`src/rtl/risc_pkg.sv`:
```
// Shared sequencer types and default vectors for the PC sequencer and related blocks.
package risc_pkg;

  typedef enum logic [1:0] {
    RUN    = 2'd0,
    ISR    = 2'd1,
    HALTED = 2'd2
  } seq_state_t;

  localparam int unsigned DEF_INC     = 4;
  localparam logic [31:0] DEF_RST_VEC = 32'h0000_0000;
  localparam logic [31:0] DEF_INT_VEC = 32'h0000_0100;

endpackage

```
`src/rtl/ret_stack.sv`:
```
// Circular return-address LIFO; pushing when full silently overwrites the oldest entry.
module ret_stack #(
  parameter int AW    = 32,
  parameter int DEPTH = 8
) (
  input  logic                       clk,
  input  logic                       rst,
  input  logic                       push,
  input  logic                       pop,
  input  logic [AW-1:0]              push_data,
  output logic [AW-1:0]              pop_data,
  output logic                       full,
  output logic                       empty,
  output logic [$clog2(DEPTH+1)-1:0] depth
);

  localparam int PW = $clog2(DEPTH);
  localparam int DW = $clog2(DEPTH+1);

  logic [AW-1:0] mem [DEPTH];
  logic [PW-1:0] top_reg;
  logic [PW-1:0] rd_ptr;
  logic [DW-1:0] cnt_reg;

  // top_reg is the next free slot, so the newest entry sits one below it
  assign rd_ptr   = top_reg - PW'(1);
  assign pop_data = mem[rd_ptr];
  assign full     = (cnt_reg == DW'(DEPTH));
  assign empty    = (cnt_reg == '0);
  assign depth    = cnt_reg;

  always_ff @(posedge clk) begin
    if (push) begin
      mem[top_reg] <= push_data;
    end
  end

  always_ff @(posedge clk) begin
    if (rst) begin
      top_reg <= '0;
      cnt_reg <= '0;
    end else if (push) begin
      top_reg <= top_reg + PW'(1);
      if (!full) begin
        cnt_reg <= cnt_reg + DW'(1);
      end
    end else if (pop && !empty) begin
      top_reg <= rd_ptr;
      cnt_reg <= cnt_reg - DW'(1);
    end
  end

endmodule

```
`src/rtl/pc_sequencer.sv`:
```
// Program-counter sequencer: branches, call/return stack, single-level interrupt and halt.
module pc_sequencer
  import risc_pkg::*;
#(
  parameter int            AW      = 32,
  parameter int            DEPTH   = 8,
  parameter int            INC     = DEF_INC,
  parameter logic [AW-1:0] RST_VEC = AW'(DEF_RST_VEC),
  parameter logic [AW-1:0] INT_VEC = AW'(DEF_INT_VEC)
) (
  input  logic                       clk,
  input  logic                       rst,
  input  logic                       upd_pc,
  input  logic                       br_taken,
  input  logic [AW-1:0]              br_target,
  input  logic                       call,
  input  logic                       ret,
  input  logic                       int_req,
  input  logic                       iret,
  input  logic                       halt,
  output logic [AW-1:0]              pc,
  output logic [AW-1:0]              npc,
  output logic                       int_ack,
  output logic                       in_isr,
  output logic                       stk_ovf,
  output logic                       stk_unf,
  output logic [$clog2(DEPTH+1)-1:0] depth
);

  seq_state_t    state_reg, state_next;
  logic [AW-1:0] pc_reg, pc_next;
  logic [AW-1:0] epc_reg, epc_next;
  logic          ack_reg, ack_next;
  logic          ovf_reg, ovf_next;
  logic          unf_reg, unf_next;

  logic          stk_push, stk_pop;
  logic [AW-1:0] stk_data;
  logic          stk_full, stk_empty;

  ret_stack #(
    .AW    (AW),
    .DEPTH (DEPTH)
  ) u_ret_stack (
    .clk       (clk),
    .rst       (rst),
    .push      (stk_push),
    .pop       (stk_pop),
    .push_data (npc),
    .pop_data  (stk_data),
    .full      (stk_full),
    .empty     (stk_empty),
    .depth     (depth)
  );

  assign npc     = pc_reg + AW'(INC);
  assign pc      = pc_reg;
  assign int_ack = ack_reg;
  assign in_isr  = (state_reg == ISR);
  assign stk_ovf = ovf_reg;
  assign stk_unf = unf_reg;

  always_comb begin
    state_next = state_reg;
    pc_next    = pc_reg;
    epc_next   = epc_reg;
    ack_next   = 1'b0;
    ovf_next   = ovf_reg;
    unf_next   = unf_reg;
    stk_push   = 1'b0;
    stk_pop    = 1'b0;

    if (state_reg == HALTED) begin
      // Wake does not need upd_pc; the halted instruction is treated as retired
      if (int_req) begin
        epc_next   = npc;
        pc_next    = INT_VEC;
        state_next = ISR;
        ack_next   = 1'b1;
      end
    end else if (upd_pc) begin
      if (state_reg == RUN && int_req) begin
        epc_next   = pc_reg;
        pc_next    = INT_VEC;
        state_next = ISR;
        ack_next   = 1'b1;
      end else if (iret && state_reg == ISR) begin
        pc_next    = epc_reg;
        state_next = RUN;
      end else if (ret) begin
        if (stk_empty) begin
          pc_next  = npc;
          unf_next = 1'b1;
        end else begin
          stk_pop = 1'b1;
          pc_next = stk_data;
        end
      end else if (call) begin
        stk_push = 1'b1;
        pc_next  = br_target;
        if (stk_full) begin
          ovf_next = 1'b1;
        end
      end else if (br_taken) begin
        pc_next = br_target;
      end else if (halt) begin
        state_next = HALTED;
      end else begin
        pc_next = npc;
      end
    end
  end

  always_ff @(posedge clk) begin
    if (rst) begin
      state_reg <= RUN;
      pc_reg    <= RST_VEC;
      epc_reg   <= '0;
      ack_reg   <= 1'b0;
      ovf_reg   <= 1'b0;
      unf_reg   <= 1'b0;
    end else begin
      state_reg <= state_next;
      pc_reg    <= pc_next;
      epc_reg   <= epc_next;
      ack_reg   <= ack_next;
      ovf_reg   <= ovf_next;
      unf_reg   <= unf_next;
    end
  end

endmodule

```
`config.mk`:
```
export PLATFORM = sky130hd
export DESIGN_NAME = pc_sequencer
export DESIGN_NICKNAME = d
export VERILOG_FILES = /design/src/rtl/risc_pkg.sv /design/src/rtl/ret_stack.sv /design/src/rtl/pc_sequencer.sv
export SDC_FILE = /design/constraint.sdc
export NUM_CORES = 1
export LEC_CHECK = 0
export ABC_AREA = 1
export CAP_MARGIN = 20
export CORE_ASPECT_RATIO = 0.75
export CORE_MARGIN = 1
export CORE_UTILIZATION = 51
export CTS_BUF_LIST = sky130_fd_sc_hd__clkbuf_8 sky130_fd_sc_hd__clkbuf_16
export DETAILED_ROUTE_END_ITERATION = 8
export GPL_TIMING_DRIVEN = 0
export PLACE_DENSITY = 0.77
export SKIP_CTS_REPAIR_TIMING = 1
export SLEW_MARGIN = 20
export SYNTH_ARGS = -nofsm -noshare
export SYNTH_HDL_FRONTEND = slang
export SYNTH_SLANG_ARGS = --single-unit
```
`constraint.sdc`:
```
create_clock -name clk -period 6.1 [get_ports clk]
set_input_delay 0.61 -clock clk [delete_from_list [all_inputs] [get_ports clk]]
set_output_delay 0.61 -clock clk [all_outputs]
set_load 0.05 [all_outputs]
```
# --- After elaboration in Yosys (flattened, before gate mapping) ---
# Memories as Yosys holds them, arrays and structs flattened.
# Index checks and enable logic that the tools add are counted.
totals:
  regBits: 76
  ram_bits: 256
  inputBits: 41
  output_inout_bits: 72
  word_cells: 89
  mem_count: 1
op_classes:
  addsub: 5
  eq_ne: 9
  muxes: 46
  bitwise: 4
  reduce_logical: 16
memory_table:
  columns: ["memory", "depth", "word_bits", "read_ports", "rd_ports_with_merged_regs", "write_ports", "line", "source"]
  rows:
  - ["u_ret_stack.mem", 8, 32, 1, 0, 1, "ret_stack.sv:20", "logic [AW-1:0] mem [DEPTH];"]
ops:
  columns: ["op", "count"]
  rows:
  - ["$mux W32", 14]
  - ["$add A32 B3 Y32 const B", 1]
  - ["$mux W1", 18]
  - ["$mux W2", 9]
  - ["$mux W4", 3]
  - ["$ne A4 B1 Y1 const B", 3]
  - ["$reduce_and A6 Y1", 2]
  - ["$ne A7 B4 Y1 const B", 1]
  - ["$reduce_and A7 Y1", 1]
  - ["$mux W3", 2]
  - ["$reduce_and A3 Y1", 2]
  - ["$reduce_bool A2 Y1", 3]
  - ["$add A4 B1 Y4 const B", 1]
  - ["$eq A4 B4 Y1 const B", 1]
  - ["$logic_not A4 Y1", 1]
  - ["$ne A2 B2 Y1 const B", 2]
  - ["$not A1 Y1", 4]
  - ["$reduce_bool A4 Y1", 1]
  - ["$sub A4 B1 Y4 const B", 1]
  - ["$add A3 B1 Y3 const B", 1]
  - ["$logic_and A1 B1 Y1", 3]
  - ["$sub A3 B1 Y3 const B", 1]
  - ["$eq A2 B1 Y1 const B", 1]
  - ["$eq A2 B2 Y1 const B", 1]
  - ["3 further kinds", 3]

# --- Logic depth before layout (Yosys ltp) ---
# Gate-level depths: netlist of the first run.
depth:
  word_depth: 10
  mapped_depth: 16
  mapped_depth_nobuf: 15

# --- Modules after synthesis ---
# Synthesis of the first run repeated with hierarchy kept, for this count alone.
unflattened:
  hier_cells: 1622
  hier_area_um2: 15304.7
modules_own_cells:
  columns: ["module", "n_inst", "cells_per_inst", "area_each_um2", "seq_area_each_um2"]
  rows:
  - ["ret_stack", 1, 881, 10727.8, 7827.5]
  - ["pc_sequencer", 1, 741, 4576.9, 1381.3]

# --- Worst setup path before layout of the first run ---
# OpenSTA, ideal clock, no wires.
synth_timing:
  path_kind: "input to register"
  start: "in int_req"
  end: "mem u_ret_stack.mem[2][0] (enable)"
  setup_ns: 0.461
  arrival_time_ns: 3.579
  t_required_ns: 5.639
  slack_ns: 2.060
  cell_stages: 7
  path_buffers: 0
  path_cell_list: "o21ai_2 -> nand2_2 -> nor2_2 -> nand2_2 -> inv_1 -> nand2_1 -> nor3_1"
synth_via:
  elab_chain_len: 6
synth_lines:
  columns: ["element", "line", "source"]
  rows:
  - ["start, declared", "pc_sequencer.sv:18", "input logic int_req,"]
  - ["$logic_and A1 B1 Y1", "pc_sequencer.sv:82", "if (state_reg == RUN && int_req) begin"]
  - ["$mux W1", "pc_sequencer.sv:82", null]
  - ["$mux W1", "pc_sequencer.sv:81", "end else if (upd_pc) begin"]
  - ["$mux W1", "pc_sequencer.sv:73", "if (state_reg == HALTED) begin"]
  - ["$mux W1", "ret_stack.sv:33", "if (push) begin"]
  - ["$mux W1 (implied by the code)", "ret_stack.sv:34", "mem[top_reg] <= push_data;"]
  - ["end, declared", "ret_stack.sv:20", null]
# No other way between the ends.

# --- Final worst setup path of the first run ---
layout_timing:
  start: "reg pc_reg[2], in the netlist pc[2]"
  end: "out npc[18]"
layout_via:
  elab_chain_len: 1
layout_lines:
  columns: ["element", "line", "source"]
  rows:
  - ["start, declared", "pc_sequencer.sv:31", "logic [AW-1:0] pc_reg, pc_next;"]
  - ["start signal, assigned", "pc_sequencer.sv:124", "pc_reg <= pc_next;"]
  - ["$add A32 B3 Y32", "pc_sequencer.sv:56", "assign npc = pc_reg + AW'(INC);"]
  - ["end, declared", "pc_sequencer.sv:22", "output logic [AW-1:0] npc,"]
# No other way between the ends.

==> reports/results.ini, run 1 <==
[status]
status=finished clean

[clocking]
cts_buffers=34
cts_sinks=332
cts_max_level=2
cts_tree=yes
path_clk_slew_ns=0.06
insertion_delay_ns=0.55
clockRootBuffer=clkbuf_16
cts.path.max_buffers=3

[placed_design]
dp_slack_ns=2.13
portBuffers=110
place_inst=2135
placed_area_mm2=0.0169
gp_congestion=1.00
dp_hpwl_um=33700

[yosys]
synthesis.area_mm2=0.0150
yosysTopAreaCell=edfxtp_1
yosysSeqAreaShare_pct=61.2
synth_cells=1611
syn_nets=1658
yosysWarningCount=0
avgSynthCellArea_um2=9.34
synth-seq-cells=332
yosys-top-cells-area=edfxtp_1 (51%), nand2_1 (11%), dfxtp_1 (10%), nand3_1 (4.7%), nor2_1 (4.7%)
synth_cell_type_count=39
synth_top_area_share_pct=51.1

[setup_path]
critPathBufInv=1
cp_top_family=buffers and inverters
slowest_stage=clkdlybuf4s50_1
critPathArrivalTime_ns=3.86
max_stage_delay_ns=0.97
crit_type=reg2out
cp_cell_sequence=ha_1, nand2_1, nor2_1, nand2_2, nor2_4, xor2_1, clkdlybuf4s50_1
crit_fanout=11
setup.worst_path.start_class=flop
worstPathRequired_ns=5.49
cp-end-kind=output pin

[sta]
fin_skew_ns=0.0181
fin_ws_ns=1.63
maxSlewViolCount=0
setup-violations-final=0
holdWs_ns=0.451
tightest_slew_ns=1.14
hold_viol=0
slew_headroom_pct=23.6
rsz0062_at_grt=false
fmax_ghz=0.224
period_minus_slack_ns=4.47
period_share_pct=73.3

[final_layout]
diodes=0
layout.nets=1826
fillers=2403
syn_to_final_growth_pct=20.5
design_area_mm2=0.0181
fin_cells=2197
final_common_cell=nand2_1
largest_reg_flops=256
final_cell_mix=nand2_1 (440), edfxtp_1 (256), nor2_1 (184), nand3_1 (142), a21oi_1 (122)
multi_input_area_mm2=0.00520
layout-drive-gt1-share_pct=9.58
regArea_mm2=0.00921

[pwr]
leakagePower_nw=6.89
power.density_mw_per_mm2=328
p_total_mw=5.95
clockPowerShare_pct=36.9
ir_worst_vdd_mv=0.253
pwr-share-seq_pct=43.6
switchingPower_mw=1.82
comb_power_share_pct=19.5
p_sw_share_pct=30.7
p_int_mw=4.12

[global_routing]
grt_pass1_vias=12000
antenna_found_initial=0
grt_pass1_wl_um=71300
top_usage_layer=met2
grt_use_total_pct=32.0
grt_overflow=0
grt.met2_usage_pct=47.9
met1_usage_pct=44.8
grt_max_degree=19
met3_usage_pct=7.90

[drt]
antenna_left=0
dr.pass1.iters=6
viasPerCell=5.87
wl_um=48200
vias=12900
drc=0
drt_iter0_drc=1614
wire_per_inst_um=21.9

[die]
rows=54
die_y_um=151
coreArea_mm2=0.0291
dieArea_mm2=0.0302
die_w_um=200
initial_utilization_pct=51.8
io_pins=113

[hold_path]
min_path_type=reg2reg

[flow_run]
cap_violations=0

## cell families after synthesis
| kind of cell | count (synthesis) | synth area share [%] |
|---|---|---|
| simple gates | 817 | 22.5 |
| fa+ha+maj | 6 | 0.549 |
| compound gates | 267 | 9.46 |
| flops | 332 | 61.2 |
| buf+inv | 167 | 4.72 |
| xor+xnor | 22 | 1.58 |
## power by group through the flow
| stage | clock network, mW | logic (mW) | registers [mW] |
|---|---|---|---|
| 5_1_grt | 2.28 | 1.24 | 2.60 |
| 4_1_cts | 2.19 | 1.13 | 2.59 |
| 3_5_place_dp | 0 | 1.13 | 2.64 |
| 2_1_floorplan | 0 | 0.644 | 2.69 |
| 6_report | 2.19 | 1.16 | 2.59 |
| 3_3_place_gp | 0 | 1.10 | 2.64 |
## per-layer routing
layer / vias to the layer above / share of wire [%] / wire, µm
met5: - / 0 / 0
met4: 0 / 3.5 / 1690
met3: 127 / 14 / 6690
met2: 955 / 44 / 21100
met1: 6016 / 39 / 18700
li1: 5788 / - / -
## final cells by class
cell class / instances / share of cell area, %
multi-input cells: 1112 / 28.7
plain buffers: 93 / 2.38
repair buffers: 132 / 7.51
inverters: 74 / 1.53
clock inverters: 27 / 1.59
clock buffers: 35 / 4.83
flip-flops and latches: 332 / 50.8
well taps: 392 / 2.70
## path summary, 6_finish.rpt
kind / start / end / slack (ns) / cells past startpoint
setup / recovery: pc[2]$_SDFFE_PP0P_ / npc[18] / 1.63 / 7
hold / removal: epc_reg[0]$_SDFFE_PP0P_ / epc_reg[0]$_SDFFE_PP0P_ / 0.45 / 2
setup reg to reg: u_ret_stack.top_reg[0]$_SDFFE_PP0P_ / pc[5]$_SDFFE_PP0P_ / 2.54 / 13
hold reg to reg: epc_reg[0]$_SDFFE_PP0P_ / epc_reg[0]$_SDFFE_PP0P_ / 0.45 / 2
## per-stage QoR
step	utilization (%)	TNS, ns
floorplan	-	0
detailed placement	58.3	0
finish	62.4	0
global placement	57.3	-56.96
global route	62.4	0
CTS	62.3	0
## synthesized netlist by cell type, drive strengths merged
cell type	count
clkinv	1
nor3	5
buf	49
a22oi	1
nand3b	10
o21bai	1
nand3	142
nand2	446
and2	5
edfxtp	256
xnor2	7
dfxtp	76
o22ai	1
nor2	196
a21oi	124
or2	8
nand4	5
clkbuf	44
inv	73
o221ai	8
fa	1
ha	5
o21ai	119
a31oi	1
o211ai	12
xor2	15
## worst reg2reg max path, cell delays in order, from the launching register on
cell	delay (ns)
dfxtp_1	0.34
buf_2	0.19
inv_1	0.09
buf_2	0.20
buf_2	0.25
ha_1	0.41
buf_4	0.23
clkbuf_1	0.52
o21ai_0	0.18
o21ai_0	0.18
o21ai_0	0.14
o21ai_0	0.53
nand2_1	0.10
a21oi_1	0.13
Power figures use the tool's default switching activity.
==> run 2, diff against run 1 <==
Settings changed: PLACE_DENSITY 0.77 to 0.8.
Clock period 6.1 ns to 3.79 ns, I/O delays scaled along.
==> run 2 against run 1 <==
Effect of this change: global-route usage down 0.14 points; critical path depth down 1; clock power up 51%; combinational power up 60%; utilization down 0.065 points; via count down 0.19%; worst hold slack worse by 0.055 ns; non-clock buffer count down 2; sequential share of layout area up 0.052 points; routed wire length down 0.50%; critical path type unchanged; largest power group unchanged.
==> reports/results.ini, run 2 (synthesis gave the netlist of run 1 again) <==
[status]
status=finished clean

[hold_path]
min_path_cells=5
whs_endpoint=stk_unf$_SDFFE_PP0P_
min_path_type=in2reg
min-delay-start=ret

[pwr]
p_total_mw=9.33
power.density_mw_per_mm2=515
leakagePower_nw=7.15
ir_worst_vdd_mv=0.438

[setup_path]
reg2reg_depth=14
regToRegSetupSlack_ns=0.29
cp-end-kind=output pin
max_stage_delay_ns=0.92
crit_type=reg2out
critPathArrivalTime_ns=3.24
critPathBufInv=1
worstPathRequired_ns=3.41
cp_top_family=buffers and inverters
r2r-end=pc[8]$_SDFFE_PP0P_
cp_cell_sequence=nand2_1, nor2_1, nand2_2, nor2_4, xor2_2, clkdlybuf4s50_1
slowest_stage=clkdlybuf4s50_1
setup.worst_path.start_class=flop
regToRegStartpoint=u_ret_stack.top_reg[0]$_SDFFE_PP0P_
crit_fanout=11

[placed_design]
gp_congestion=0.985
dp_hpwl_um=33200
placed_area_mm2=0.0169
portBuffers=110

[clocking]
cts_sinks=332
cts_max_level=2
cts_buffers=34
insertion_delay_ns=0.54
path_clk_slew_ns=0.07
cts_tree=yes
clockRootBuffer=clkbuf_16
cts.path.max_buffers=3

[final_layout]
layout-drive-gt1-share_pct=9.45
design_area_mm2=0.0181
syn_to_final_growth_pct=20.4
final_cell_mix=nand2_1 (440), edfxtp_1 (256), nor2_1 (183), nand3_1 (142), a21oi_1 (122)
fillers=2351
final_common_cell=nand2_1
largest_reg_flops=256
layout.nets=1824
diodes=0

[global_routing]
grt_pass1_vias=12100
grt_max_degree=21
grt_overflow=0
grt_use_total_pct=31.8
antenna_found_initial=0
grt_pass1_wl_um=71600

[die]
die_w_um=200
rows=54
coreArea_mm2=0.0291
initial_utilization_pct=51.8
die_y_um=151
io_pins=113
dieArea_mm2=0.0302

[sta]
period_minus_slack_ns=3.62
slew_headroom_pct=35.4
period_share_pct=95.4
hold_viol=0
fmax_ghz=0.276
tightest_slew_ns=0.965
setup-violations-final=0
maxSlewViolCount=0
fin_skew_ns=0.0241
rsz0062_at_grt=false

[drt]
dr.pass1.iters=6
antenna_left=0
vias=12900
wire_per_inst_um=21.9
drc=0
wl_um=47900
viasPerCell=5.87
drt_iter0_drc=1907

[flow_run]
cap_violations=0

==> run 2: metal layers <==
metal  vias up  wire [µm]  GRT usage [%]
met5         -          0              0
met4         0       1510           11.9
met3       116       6110           6.60
met2       904      20800           47.9
met1      6050      19500           45.6
li1       5791          -              -
==> run 2: how the worst max path moves through the flow <==
| stage | from | to | cells past startpoint | slack [ns] |
|---|---|---|---|---|
| after floorplan | state_reg[1]$_SDFFE_PP0P_ | u_ret_stack.mem[2][0]$_DFFE_PP_ | 8 | -0.1 |
| after global placement | int_req | u_ret_stack.mem[2][2]$_DFFE_PP_ | 8 | -2.54 |
| after detailed placement | pc[2]$_SDFFE_PP0P_ | npc[19] | 7 | 0.18 |
| after CTS | pc[2]$_SDFFE_PP0P_ | npc[19] | 7 | -0.39 |
| after global routing | pc[2]$_SDFFE_PP0P_ | npc[17] | 6 | 0.07 |
| final | pc[8]$_SDFFE_PP0P_ | npc[17] | 6 | 0.17 |
==> run 2: power by group <==
group | switching [mW] | internal [mW] | leakage [nW]
Clock | 1.42 | 1.88 | 0.536
Combinational | 1.33 | 0.530 | 3.60
Sequential | 0.116 | 4.06 | 3.01
Total | 2.86 | 6.47 | 7.15
==> run 2: per-stage QoR <==
step | instances | setup WS, ns | util (%) | setup TNS, ns | hold slack (ns)
finish | 2191 | 0.173 | 62.4 | 0 | 0.396
global route | 2191 | 0.0718 | 62.4 | 0 | 0.423
CTS | 2192 | -0.394 | 61.9 | -1.95 | 0.387
detailed placement | 2134 | 0.176 | 58.3 | 0 | 0.448
global placement | 2113 | -2.54 | 57.3 | -441.33 | 0.438
floorplan | 1611 | -0.0998 | - | -12.75 | 0.425
==> run 2: worst reg2reg max path, delay by kind of cell, from the launching register on <==
| kind | cells | cell delay (ns) |
|---|---|---|
| AOI/OAI and AO/OA | 4 | 0.60 |
| and+or+nand+nor | 3 | 0.29 |
| buffers and inverters | 6 | 1.73 |
| adders and majority gates | 1 | 0.40 |
| DFF | 1 | 0.35 |
==> run 2: layout make-up <==
type	instances	area [µm²]	share of cell area [%]
Clock inverter	23	188	1.04
Multi-Input combinational cell	1112	5260	29.0
Timing Repair Buffer	131	1390	7.67
Inverter	74	278	1.53
Sequential cell	332	9210	50.8
Tap cell	392	490	2.71
Clock buffer	35	876	4.83
Buffer	92	428	2.36
